==> src/rtl/mem_arb_pkg.sv <==
// Shared types for the unified-memory arbiter: FSM states, owner encoding, memory command.
// Also holds the data-port request error rule so every user applies the same check.
package mem_arb_pkg;

    localparam int MEM_W = 16;

    typedef enum logic [1:0] {
        IDLE  = 2'd0,
        IBUSY = 2'd1,
        DBUSY = 2'd2
    } arbState_t;

    typedef enum logic {
        OWN_I = 1'b0,
        OWN_D = 1'b1
    } owner_t;

    typedef struct packed {
        logic             wr;
        logic [MEM_W-1:0] addr;
        logic [MEM_W-1:0] wdata;
    } memCmd_t;

    // Read and write at once, or any unaligned data access, is refused.
    function automatic logic dataReqErr(input logic rd, input logic wr, input logic [MEM_W-1:0] addr);
        return (rd & wr) | ((rd | wr) & addr[0]);
    endfunction

endpackage

==> src/rtl/mem_arb_lat_cnt.sv <==
// Loadable down-counter with zero flag; load wins over decrement and the count holds at zero.
// New value visible the cycle after load/decrement; no backpressure.
module mem_arb_lat_cnt #(
    parameter int WIDTH = 3
) (
    input  logic             clk,
    input  logic             rst,
    input  logic             load,
    input  logic [WIDTH-1:0] loadVal,
    input  logic             dec,
    output logic             zero
);

    logic [WIDTH-1:0] count;

    always_ff @(posedge clk) begin
        if (rst) begin
            count <= '0;
        end else if (load) begin
            count <= loadVal;
        end else if (dec && (count != '0)) begin
            count <= count - WIDTH'(1);
        end
    end

    assign zero = (count == '0);

endmodule

==> src/rtl/mem_arbiter.sv <==
// Shares one fixed-latency memory between fetch and data ports, data first; done fires MEM_LAT cycles after accept.
// Non-winners stall until their own done; optional MEM_ARB_STARVE_GUARD_EN forces fetch after STARVE_MAX data wins.
module mem_arbiter
    import mem_arb_pkg::*;
#(
    parameter int MEM_LAT    = 4,
    parameter int STARVE_MAX = 3
) (
    input  logic             clk,
    input  logic             rst,
    input  logic             i_req,
    input  logic [MEM_W-1:0] i_addr,
    output logic [MEM_W-1:0] i_rdata,
    output logic             i_done,
    output logic             i_stall,
    input  logic             d_rd,
    input  logic             d_wr,
    input  logic [MEM_W-1:0] d_addr,
    input  logic [MEM_W-1:0] d_wdata,
    output logic [MEM_W-1:0] d_rdata,
    output logic             d_done,
    output logic             d_stall,
    output logic             mem_en,
    output logic             mem_wr,
    output logic [MEM_W-1:0] mem_addr,
    output logic [MEM_W-1:0] mem_wdata,
    input  logic [MEM_W-1:0] mem_rdata,
    output logic             err
);

    localparam int CNT_W = $clog2(MEM_LAT + 1);

    arbState_t state, stateNxt;
    memCmd_t   cmdQ, winCmd, cmdOut;
    owner_t    winner;
    logic      accept, dReq, dErr, dOk, forceI, cntZero;
    logic      memEn, iDone, dDone;

    assign dReq = d_rd | d_wr;
    assign dErr = dataReqErr(d_rd, d_wr, d_addr);
    assign dOk  = dReq & ~dErr;

`ifdef MEM_ARB_STARVE_GUARD_EN
    localparam int SW = $clog2(STARVE_MAX + 1);

    logic [SW-1:0] starveCnt;

    assign forceI = i_req & (starveCnt >= SW'(STARVE_MAX));

    // Counts data wins taken while fetch was waiting; any fetch win clears it.
    always_ff @(posedge clk) begin
        if (rst) begin
            starveCnt <= '0;
        end else if (accept) begin
            if (winner == OWN_I) begin
                starveCnt <= '0;
            end else if (i_req && (starveCnt < SW'(STARVE_MAX))) begin
                starveCnt <= starveCnt + SW'(1);
            end
        end
    end
`else
    // Strict data priority: fetch is never forced, STARVE_MAX has no effect.
    assign forceI = 1'b0 & (STARVE_MAX > 0);
`endif

    always_comb begin
        accept = 1'b0;
        winner = OWN_D;
        if (!rst && (state == IDLE)) begin
            if (forceI) begin
                accept = 1'b1;
                winner = OWN_I;
            end else if (dOk) begin
                accept = 1'b1;
                winner = OWN_D;
            end else if (i_req) begin
                accept = 1'b1;
                winner = OWN_I;
            end
        end
    end

    always_comb begin
        winCmd = '0;
        if (winner == OWN_D) begin
            winCmd.wr    = d_wr;
            winCmd.addr  = d_addr;
            winCmd.wdata = d_wdata;
        end else begin
            winCmd.addr  = i_addr;
        end
    end

    always_ff @(posedge clk) begin
        if (rst) begin
            state <= IDLE;
            cmdQ  <= '0;
        end else begin
            state <= stateNxt;
            if (accept) begin
                cmdQ <= winCmd;
            end
        end
    end

    // Done goes only to a port still requesting; an abandoned access finishes silently.
    always_comb begin
        stateNxt = state;
        memEn    = 1'b0;
        cmdOut   = '0;
        iDone    = 1'b0;
        dDone    = 1'b0;
        case (state)
            IDLE: begin
                if (accept) begin
                    memEn    = 1'b1;
                    cmdOut   = winCmd;
                    stateNxt = (winner == OWN_I) ? IBUSY : DBUSY;
                end
            end
            IBUSY: begin
                cmdOut = cmdQ;
                if (cntZero) begin
                    iDone    = i_req;
                    stateNxt = IDLE;
                end
            end
            DBUSY: begin
                cmdOut = cmdQ;
                if (cntZero) begin
                    dDone    = dReq;
                    stateNxt = IDLE;
                end
            end
            default: stateNxt = IDLE;
        endcase
    end

    mem_arb_lat_cnt #(
        .WIDTH (CNT_W)
    ) u_latCnt (
        .clk     (clk),
        .rst     (rst),
        .load    (accept),
        .loadVal (CNT_W'(MEM_LAT - 1)),
        .dec     (state != IDLE),
        .zero    (cntZero)
    );

    assign mem_en    = memEn;
    assign mem_wr    = ~rst & cmdOut.wr;
    assign mem_addr  = rst ? '0 : cmdOut.addr;
    assign mem_wdata = rst ? '0 : cmdOut.wdata;

    assign i_done  = ~rst & iDone;
    assign d_done  = ~rst & dDone;
    assign i_rdata = i_done ? mem_rdata : '0;
    assign d_rdata = (d_done & ~cmdQ.wr) ? mem_rdata : '0;
    assign i_stall = ~rst & i_req & ~iDone;
    assign d_stall = ~rst & dReq & ~dDone;
    assign err     = ~rst & dErr;

endmodule

==> config.mk <==
export PLATFORM = sky130hd
export DESIGN_NAME = mem_arbiter
export DESIGN_NICKNAME = d
export VERILOG_FILES = /design/src/rtl/mem_arb_pkg.sv /design/src/rtl/mem_arb_lat_cnt.sv /design/src/rtl/mem_arbiter.sv
export SDC_FILE = /design/constraint.sdc
export NUM_CORES = 1
export LEC_CHECK = 0
export CORE_AREA = 3 3 89 91
export DETAILED_ROUTE_END_ITERATION = 8
export DIE_AREA = 0 0 92 94
export HOLD_SLACK_MARGIN = 0.02
export PLACE_DENSITY_LB_ADDON = 0.3
export SKIP_LAST_GASP = 1
export SYNTH_ARGS = -nofsm -noshare
export SYNTH_HDL_FRONTEND = slang
export SYNTH_HIERARCHICAL = 1
export SYNTH_SLANG_ARGS = --single-unit
==> constraint.sdc <==
create_clock -name clk -period 4.9 [get_ports clk]
set_input_delay 0.98 -clock clk [delete_from_list [all_inputs] [get_ports clk]]
set_output_delay 0.98 -clock clk [all_outputs]
set_load 0.05 [all_outputs]
Word level (Yosys, flattened, before mapping):

Index checks and enable logic that the tools add are counted.
W data, S select, Z words.

* register bits: 38

* multiplexer cells: 27
* equal/unequal tests: 4
* bitwise gates (word level): 19
* add/sub/neg operators: 1
* reductions and logical operators: 11

Operator list (count)
* $mux W16: 6
* $pmux W33 S2: 1
* $mux W33: 1
* $mux W1: 13
* $and A1 B1 Y1: 12
* $mux W2: 5
* $not A1 Y1: 5
* $pmux W2 S2: 1
* $reduce_bool A2 Y1: 2
* $reduce_or A2 Y1: 2
* $logic_not A3 Y1: 1
* $reduce_bool A3 Y1: 1
* $sub A3 B1 Y3 const B: 1
* $eq A2 B1 Y1 const B: 1
* $eq A2 B2 Y1 const B: 1
* $logic_and A1 B1 Y1: 2
* $logic_not A2 Y1: 1
* $ne A2 B1 Y1 const B: 1
* $ne A2 B2 Y1 const B: 1
* $or A1 B1 Y1: 2
* $reduce_and A2 Y1: 1
* $logic_not A1 Y1: 1

Longest topological paths before layout:

Gate-level depths: netlist (run 1).

* depth after elaboration: 11
* gate-level depth with buffers: 8
* mapped depth without buffers: 6

By module:

The synthesis (run 1) kept the hierarchy.

Modules (own cells, without submodules)
* mem_arbiter: area an instance 2252.2 µm², cells each 269, times used 1
* mem_arb_lat_cnt: area an instance 182.7 µm², cells each 21, times used 1

Least setup slack after synthesis (run 1):

No wires, ideal clock.

* kind: input to output
* start point: input d_wr
* end point: output mem_addr[10]
* path buffers: 3
* arrival: 2.843 ns
* setup slack: 1.077 ns
* cell stages on the path: 6
* data required time: 3.920 ns
* cell sequence: buf_2 > xnor2_2 > buf_4 > buf_4 > o211ai_1 > a31oi_1

* word-level cells in the longest chain between the ends: 11

RTL lines
* from (decl): RTL line mem_arbiter.sv:17 `input logic d_wr,`
* $or A1 B1 Y1: RTL line mem_arb_pkg.sv:26, mem_arbiter.sv:39
* $and A1 B1 Y1: RTL line mem_arb_pkg.sv:26 `return (rd & wr) | ((rd | wr) & addr[0]);`
* $or A1 B1 Y1: RTL line mem_arb_pkg.sv:26
* $not A1 Y1: RTL line mem_arbiter.sv:41 `assign dOk = dReq & ~dErr;`
* $and A1 B1 Y1 *: RTL line mem_arbiter.sv:41
* $mux W1: RTL line mem_arbiter.sv:74 `end else if (dOk) begin`
* $mux W1: RTL line mem_arbiter.sv:70 `if (!rst && (state == IDLE)) begin`
* $mux W16: RTL line mem_arbiter.sv:86 `if (winner == OWN_D) begin`
* $mux W33 *: RTL line mem_arbiter.sv:116 `if (accept) begin`
* $pmux W33 S2 *: RTL line mem_arbiter.sv:114 `case (state)`
* $mux W16 *: RTL line mem_arbiter.sv:153 `assign mem_addr = rst ? '0 : cmdOut.addr;`
* to (decl): RTL line mem_arbiter.sv:25 `output logic [MEM_W-1:0] mem_addr,`

Every way passes the cells marked *; elsewhere a longest branch is shown, timed or not.

Worst setup path in the final report (run 1):

* start point: input rst
* end point: output i_rdata[14]

* word-level cells in the longest chain between the ends: 3

RTL lines
* from (decl): RTL line mem_arbiter.sv:10 `input logic rst,`
* $not A1 Y1: RTL line mem_arbiter.sv:156 `assign i_done = ~rst & iDone;`
* $and A1 B1 Y1: RTL line mem_arbiter.sv:156
* $mux W16: RTL line mem_arbiter.sv:158 `assign i_rdata = i_done ? mem_rdata : '0;`
* to (decl): RTL line mem_arbiter.sv:13 `output logic [MEM_W-1:0] i_rdata,`

No other way between the ends.

==> run_results.csv, run 1 <==
group,metric,value,unit
placement,hpwl,6000,um
logic_synthesis,synth_ff_type,"dfxtp_1",
power,power_density,269,nW/um^2
clock_tree,numCtsBuffers,5,
floorplanning,core,7210,sq um
clock_tree,cts_hold_buf,0,
critical_path,crit_family,"buffers and inverters",
logic_synthesis,synth_seq_cells,38,
floorplanning,core.rowCount,31,
layout,fillers,652,
clock_tree,ctsHtreeMaxLevel,2,
global_routing,grt_first_pass_wirelength,13100,um
critical_path,start_kind,"input port",
critical_path,cp_common_cell,"clkdlybuf4s50_1",
timing,fin_crit_sh,84.1,%
clock_tree,clockBufferDepth,2,
global_routing,grt_max_degree,25,
logic_synthesis,synth_commonest_cells,"dfxtp_1 (38), a22o_1 (34), and2_1 (34)",
clock_tree,cts_root_buf,"clkbuf_8",
logic_synthesis,ys_seq_area_share,31.2,%
timing,slew_viol_final,0,
timing,rsz0062_at_grt,"false",
global_routing,grt_most_used_layer,"met2",
timing,tightest_slew,1.22,ns
logic_synthesis,synthTopCellsByArea,"dfxtp_1 (31%), a22o_1 (12%), o211ai_1 (9.6%)",
timing,relSlewSlack,17.8,%
logic_synthesis,synth_top_cell_by_area,"dfxtp_1",
critical_path,cp.required,3.92,ns
clock_tree,post-cts-setup-buffer-count,0,
placement,place.gp.congestion,0.783,
logic_synthesis,ys_warn_count,6,
critical_path,critical_path_arrival,3.14,ns
status,status,"finished clean",
timing,skew,0.00328,ns
logic_synthesis,synth_top_area_share,31.2,%
route,drt_iter0_drc,96,
floorplanning,die_width,92,um
critical_path,end_kind,"primary output",
logic_synthesis,syn_avg_cell_area,8.40,sq um
layout,final_nets,496,
floorplanning,dieArea,8650,sq um
route,postRouteAntennaNets,0,
timing,tns,0,ns
critical_path,path_cells,"clkdlybuf4s50_1 -> and4b_1 -> and2_1 -> clkdlybuf4s50_1",
logic_synthesis,synthArstFlopShare,0,%
floorplanning,start_util,33.7,%
critical_path,max_stage_delay,0.81,ns
critical_path,cp_max_fo,17,
min_path,min_path_type,"register to register",
route,via_per_inst,5.14,
global_routing,use_met1,22.3,%
layout,area_growth,77.4,%
route,drt-pass1-iter-count,4,
layout,drive_gt1_share,17.3,%
timing,setup_viol,0,
placement,port-buffer-count,139,
timing,final_hold_viol_count,0,
timing,hold-worst-slack,0.480,ns
clock_tree,clk_latency,0.29,ns
logic_synthesis,netlist_area,2430,sq um
layout,seq_area,761,sq um
global_routing,grt_util_met2,32.4,%
logic_synthesis,ys_types,39,
clock_tree,tritoncts,"built",
logic_synthesis,synth-edff-count,0,
min_path,holdCritStartpoint,"cmdQ[8]",
global_routing,grt_antenna_before_repair,0,
global_routing,grt_pass1_vias,2704,
global_routing,grt_usage,18.7,%
power,peakVddDrop,0.167,mV
route,drc,0,
flow_run,maxCapViolations,0,
logic_synthesis,synth_cells,290,
power,p_leak,1.64,nW
clock_tree,cts_sinks,38,
global_routing,grtUsageMet3,4.33,%
route,wl_per_cell,15.7,um
layout,antennaDiodeCount,0,
critical_path,worst-setup-path-type,"input port to primary output",
timing,fmax,243,MHz
timing,period_minus_slack,4.12,ns
floorplanning,die_h,94,um
clock_tree,cts_resized,0,
floorplanning,pin_count,140,
global_routing,gr-total-overflow,0,
route,wirelength,8180,um
critical_path,startpoint,"rst",
clock_tree,clkTransAtPathRegs,0.08,ns
logic_synthesis,synth.most_common_cell,"dfxtp_1",
critical_path,cp_slowest_cell,"clkdlybuf4s50_1",
route,vias,2680,
critical_path,rr_startpoint,"state[0]",
layout,multi_input_area,1470,sq um
critical_path,critPathBufInv,2,
report_power, final:
| part | internal, mW | switching, mW | total [mW] |
|---|---|---|---|
| registers | 0.341 | 0.0179 | 0.358 |
| logic | 0.208 | 0.264 | 0.472 |
| clock network | 0.217 | 0.116 | 0.333 |
cell type report:
type	count	area share, %
clock buffers	6	1.91
clock inverters	2	1.39
inverters	24	2.09
multi-input cells	204	34.0
flip-flops and latches	38	17.6
well taps	99	2.87
repair buffers	148	40.1
worst reg2reg max path, cell delays in order (launching register included):
cell and delay (ns):
dfxtp_1 0.34, inv_1 0.08, ha_1 0.30, nand2b_1 0.13, o21ai_1 0.95, o211ai_1 0.17
layer usage:
| layer | up-vias | wire [um] |
|---|---|---|
| li1 | 1327 | - |
| met1 | 1238 | 3350 |
| met2 | 100 | 4160 |
| met3 | 15 | 519 |
| met4 | 0 | 153 |
| met5 | - | 0 |
cell families after synthesis:
kind of cell	count (synthesis)	synth area share [%]
AO/OA/AOI/OAI	100	30.4
other	2	0.308
flip-flops	38	31.2
XOR/XNOR	3	1.39
buffers and inverters	49	8.58
AND/OR/NAND/NOR	92	25.0
adder cells (fa/ha/maj)	6	3.08
layout by cell type, fill, tap and decap left out, types with 4 or more instances in the layout:
cell,netlist,layout
clkdlybuf4s50_1,0,89
a21oi_1,7,7
dfxtp_1,38,38
a31oi_1,17,17
and2_1,34,34
o211ai_1,31,31
inv_1,24,24
a22o_1,34,34
ha_1,6,6
buf_12,0,32
nand2_1,19,19
nand4b_1,15,15
clkbuf_8,0,6
o21ai_0,4,4
buf_4,2,27
through the flow:
| stage | total power [mW] | setup slack (ns) | instances | utilization, % | instance area [sq um] |
|---|---|---|---|---|---|
| after CTS | 1.18 | 0.764 | 521 | 59.9 | 4320 |
| after global placement | 0.829 | 0.861 | 513 | 57.9 | 4180 |
| final | 1.16 | 0.777 | 521 | 59.9 | 4320 |
| after floorplan | 0.633 | 1.08 | 291 | - | 2440 |
| after global routing | 1.22 | 0.642 | 521 | 59.9 | 4320 |
| after detailed placement | 0.836 | 0.766 | 513 | 57.9 | 4180 |
worst paths after layout:
kind / slack, ns / to / depth (start not counted)
worst max register to register: 2.76 / cmdQ[21] / 5
worst min register to register: 0.48 / cmdQ[8] / 1
worst max-delay path: 0.78 / i_rdata[14] / 4
worst min-delay path: 0.48 / cmdQ[8] / 1
flip-flops by register name (all words and copies together), names as in the netlist:
signal / flops
cmdQ: 33
u_latCnt/count: 3
state: 2
Power figures use the tool's default switching activity.
==> run 2: changes to the inputs <==
- clock period: 4.9 -> 4 ns (I/O delays scaled with it)
==> run_results.csv, run 2 (synthesis gave the netlist of run 1 again) <==
group,metric,value,unit
floorplanning,die_h,94,um
power,p_leak,1.73,nW
route,drt_iter0_drc,127,
timing,tns,0,ns
global_routing,grt_pass1_vias,2705,
global_routing,grt_max_degree,24,
timing,slew_viol_final,0,
layout,stdcell_count,524,
critical_path,end_kind,"primary output",
route,via_per_inst,5.20,
power,power,1.31,mW
floorplanning,die_width,92,um
critical_path,path_cells,"clkdlybuf4s50_1 -> xnor2_2 -> buf_4 -> o211ai_1 -> a31oi_1 -> buf_12",
layout,area_growth,84.7,%
clock_tree,clkTransAtPathRegs,0.08,ns
route,postRouteAntennaNets,0,
flow_run,maxCapViolations,0,
floorplanning,start_util,33.7,%
route,wirelength,8310,um
route,drt-pass1-iter-count,4,
timing,setup_viol,0,
clock_tree,ctsHtreeMaxLevel,2,
min_path,min_path_type,"register to register",
route,drc,0,
clock_tree,clockBufferDepth,2,
floorplanning,dieArea,8650,sq um
timing,relSlewSlack,24.9,%
timing,fin_crit_sh,88.4,%
clock_tree,post-cts-setup-buffer-count,0,
global_routing,grt_first_pass_wirelength,13200,um
clock_tree,numCtsBuffers,5,
status,status,"finished clean",
clock_tree,cts_sinks,38,
critical_path,r2r_slack,1.88,ns
timing,skew,0.00286,ns
power,power_density,292,nW/um^2
critical_path,max_stage_delay,0.58,ns
placement,hpwl,6290,um
layout,largest-register,"cmdQ",
global_routing,grt_antenna_before_repair,0,
critical_path,cp_max_fo,22,
critical_path,critical_path_arrival,2.73,ns
clock_tree,tritoncts,"built",
route,vias,2724,
layout,largest_register_ffs,33,
placement,place.gp.congestion,0.793,
placement,placed_cells,516,
clock_tree,cts_resized,0,
clock_tree,cts_hold_buf,0,
floorplanning,core,7210,sq um
layout,largestRegisters,"cmdQ (33), u_latCnt/count (3), state (2)",
critical_path,cp_slowest_cell,"clkdlybuf4s50_1",
timing,rsz0062_at_grt,"false",
power,peakVddDrop,0.158,mV
timing,fmax,283,MHz
clock_tree,clk_latency,0.29,ns
timing,tightest_slew,1.12,ns
floorplanning,pin_count,140,
floorplanning,core.rowCount,31,
layout,final_common_cell,"clkdlybuf4s50_1",
layout,fin_area,4500,sq um
placement,dpl_cell_area,4410,sq um
global_routing,gr-total-overflow,0,
layout,final_nets,499,
timing,final_hold_viol_count,0,
placement,port-buffer-count,139,
global_routing,grt_usage,18.7,%
layout,layout_common_cells,"clkdlybuf4s50_1 (71), buf_12 (52), dfxtp_1 (38)",
critical_path,start_kind,"input port",
critical_path,worst-setup-path-type,"input port to primary output",
layout,drive_gt1_share,21.9,%
critical_path,cp.required,3.20,ns
route,wl_per_cell,15.9,um
clock_tree,cts_root_buf,"clkbuf_8",
layout,fillers,603,
timing,period_minus_slack,3.53,ns
layout,antennaDiodeCount,0,
## run 2: cell count changes in the layout (fill, tap and decap cells not counted), sizes merged
| cell | delta |
|---|---|
| clkdlybuf4s50 | -18 |
| buf | +21 |
| clkinv | +1 |
| clkbuf | +1 |
| bufinv | -2 |
## run 2: worst max-delay path: cells and delay by family
family / cells / cell delay [ns]
buffers and inverters: 3 / 1.08
XOR/XNOR: 1 / 0.37
AO/OA/AOI/OAI: 2 / 0.46
## run 2: layer usage
metal	wire [um]	vias to the layer above	GRT usage, %
li1	-	1335	-
met2	4330	94	33.3
met3	386	12	2.88
met1	3430	1283	22.6
met4	161	0	6.81
met5	0	-	0
## run 2: path summary, 6_finish.rpt
kind             from     endpoint  cells after the start
min reg2reg  cmdQ[12]     cmdQ[12]                      1
max              d_wr  mem_addr[5]                      6
max reg2reg  state[0]     cmdQ[22]                      5
min          cmdQ[12]     cmdQ[12]                      1
## run 2: stage by stage
| step | utilization (%) | setup slack [ns] | hold WS, ns |
|---|---|---|---|
| 2_1_floorplan | - | 0.537 | 0.443 |
| 3_3_place_gp | 61.1 | 0.535 | 0.457 |
| 3_5_place_dp | 61.1 | 0.480 | 0.460 |
| 4_1_cts | 62.3 | 0.466 | 0.480 |
| 5_1_grt | 62.3 | 0.320 | 0.488 |
| 6_report | 62.3 | 0.465 | 0.481 |
## run 2: final cells by class
type	count	area, sq um	area share, %
Multi-Input combinational cell	204	1470	32.7
Clock inverter	1	5.00	0.111
Tap cell	99	124	2.75
Clock buffer	7	86.3	1.92
Inverter	24	90.1	2.00
Sequential cell	38	761	16.9
Timing Repair Buffer	151	1960	43.6
## run 2: where the power goes
group          internal (mW)  total (mW)  switching (mW)
clock network          0.139       0.277           0.138
logic                  0.271       0.596           0.325
registers              0.417       0.439          0.0221
total                  0.828        1.31           0.485
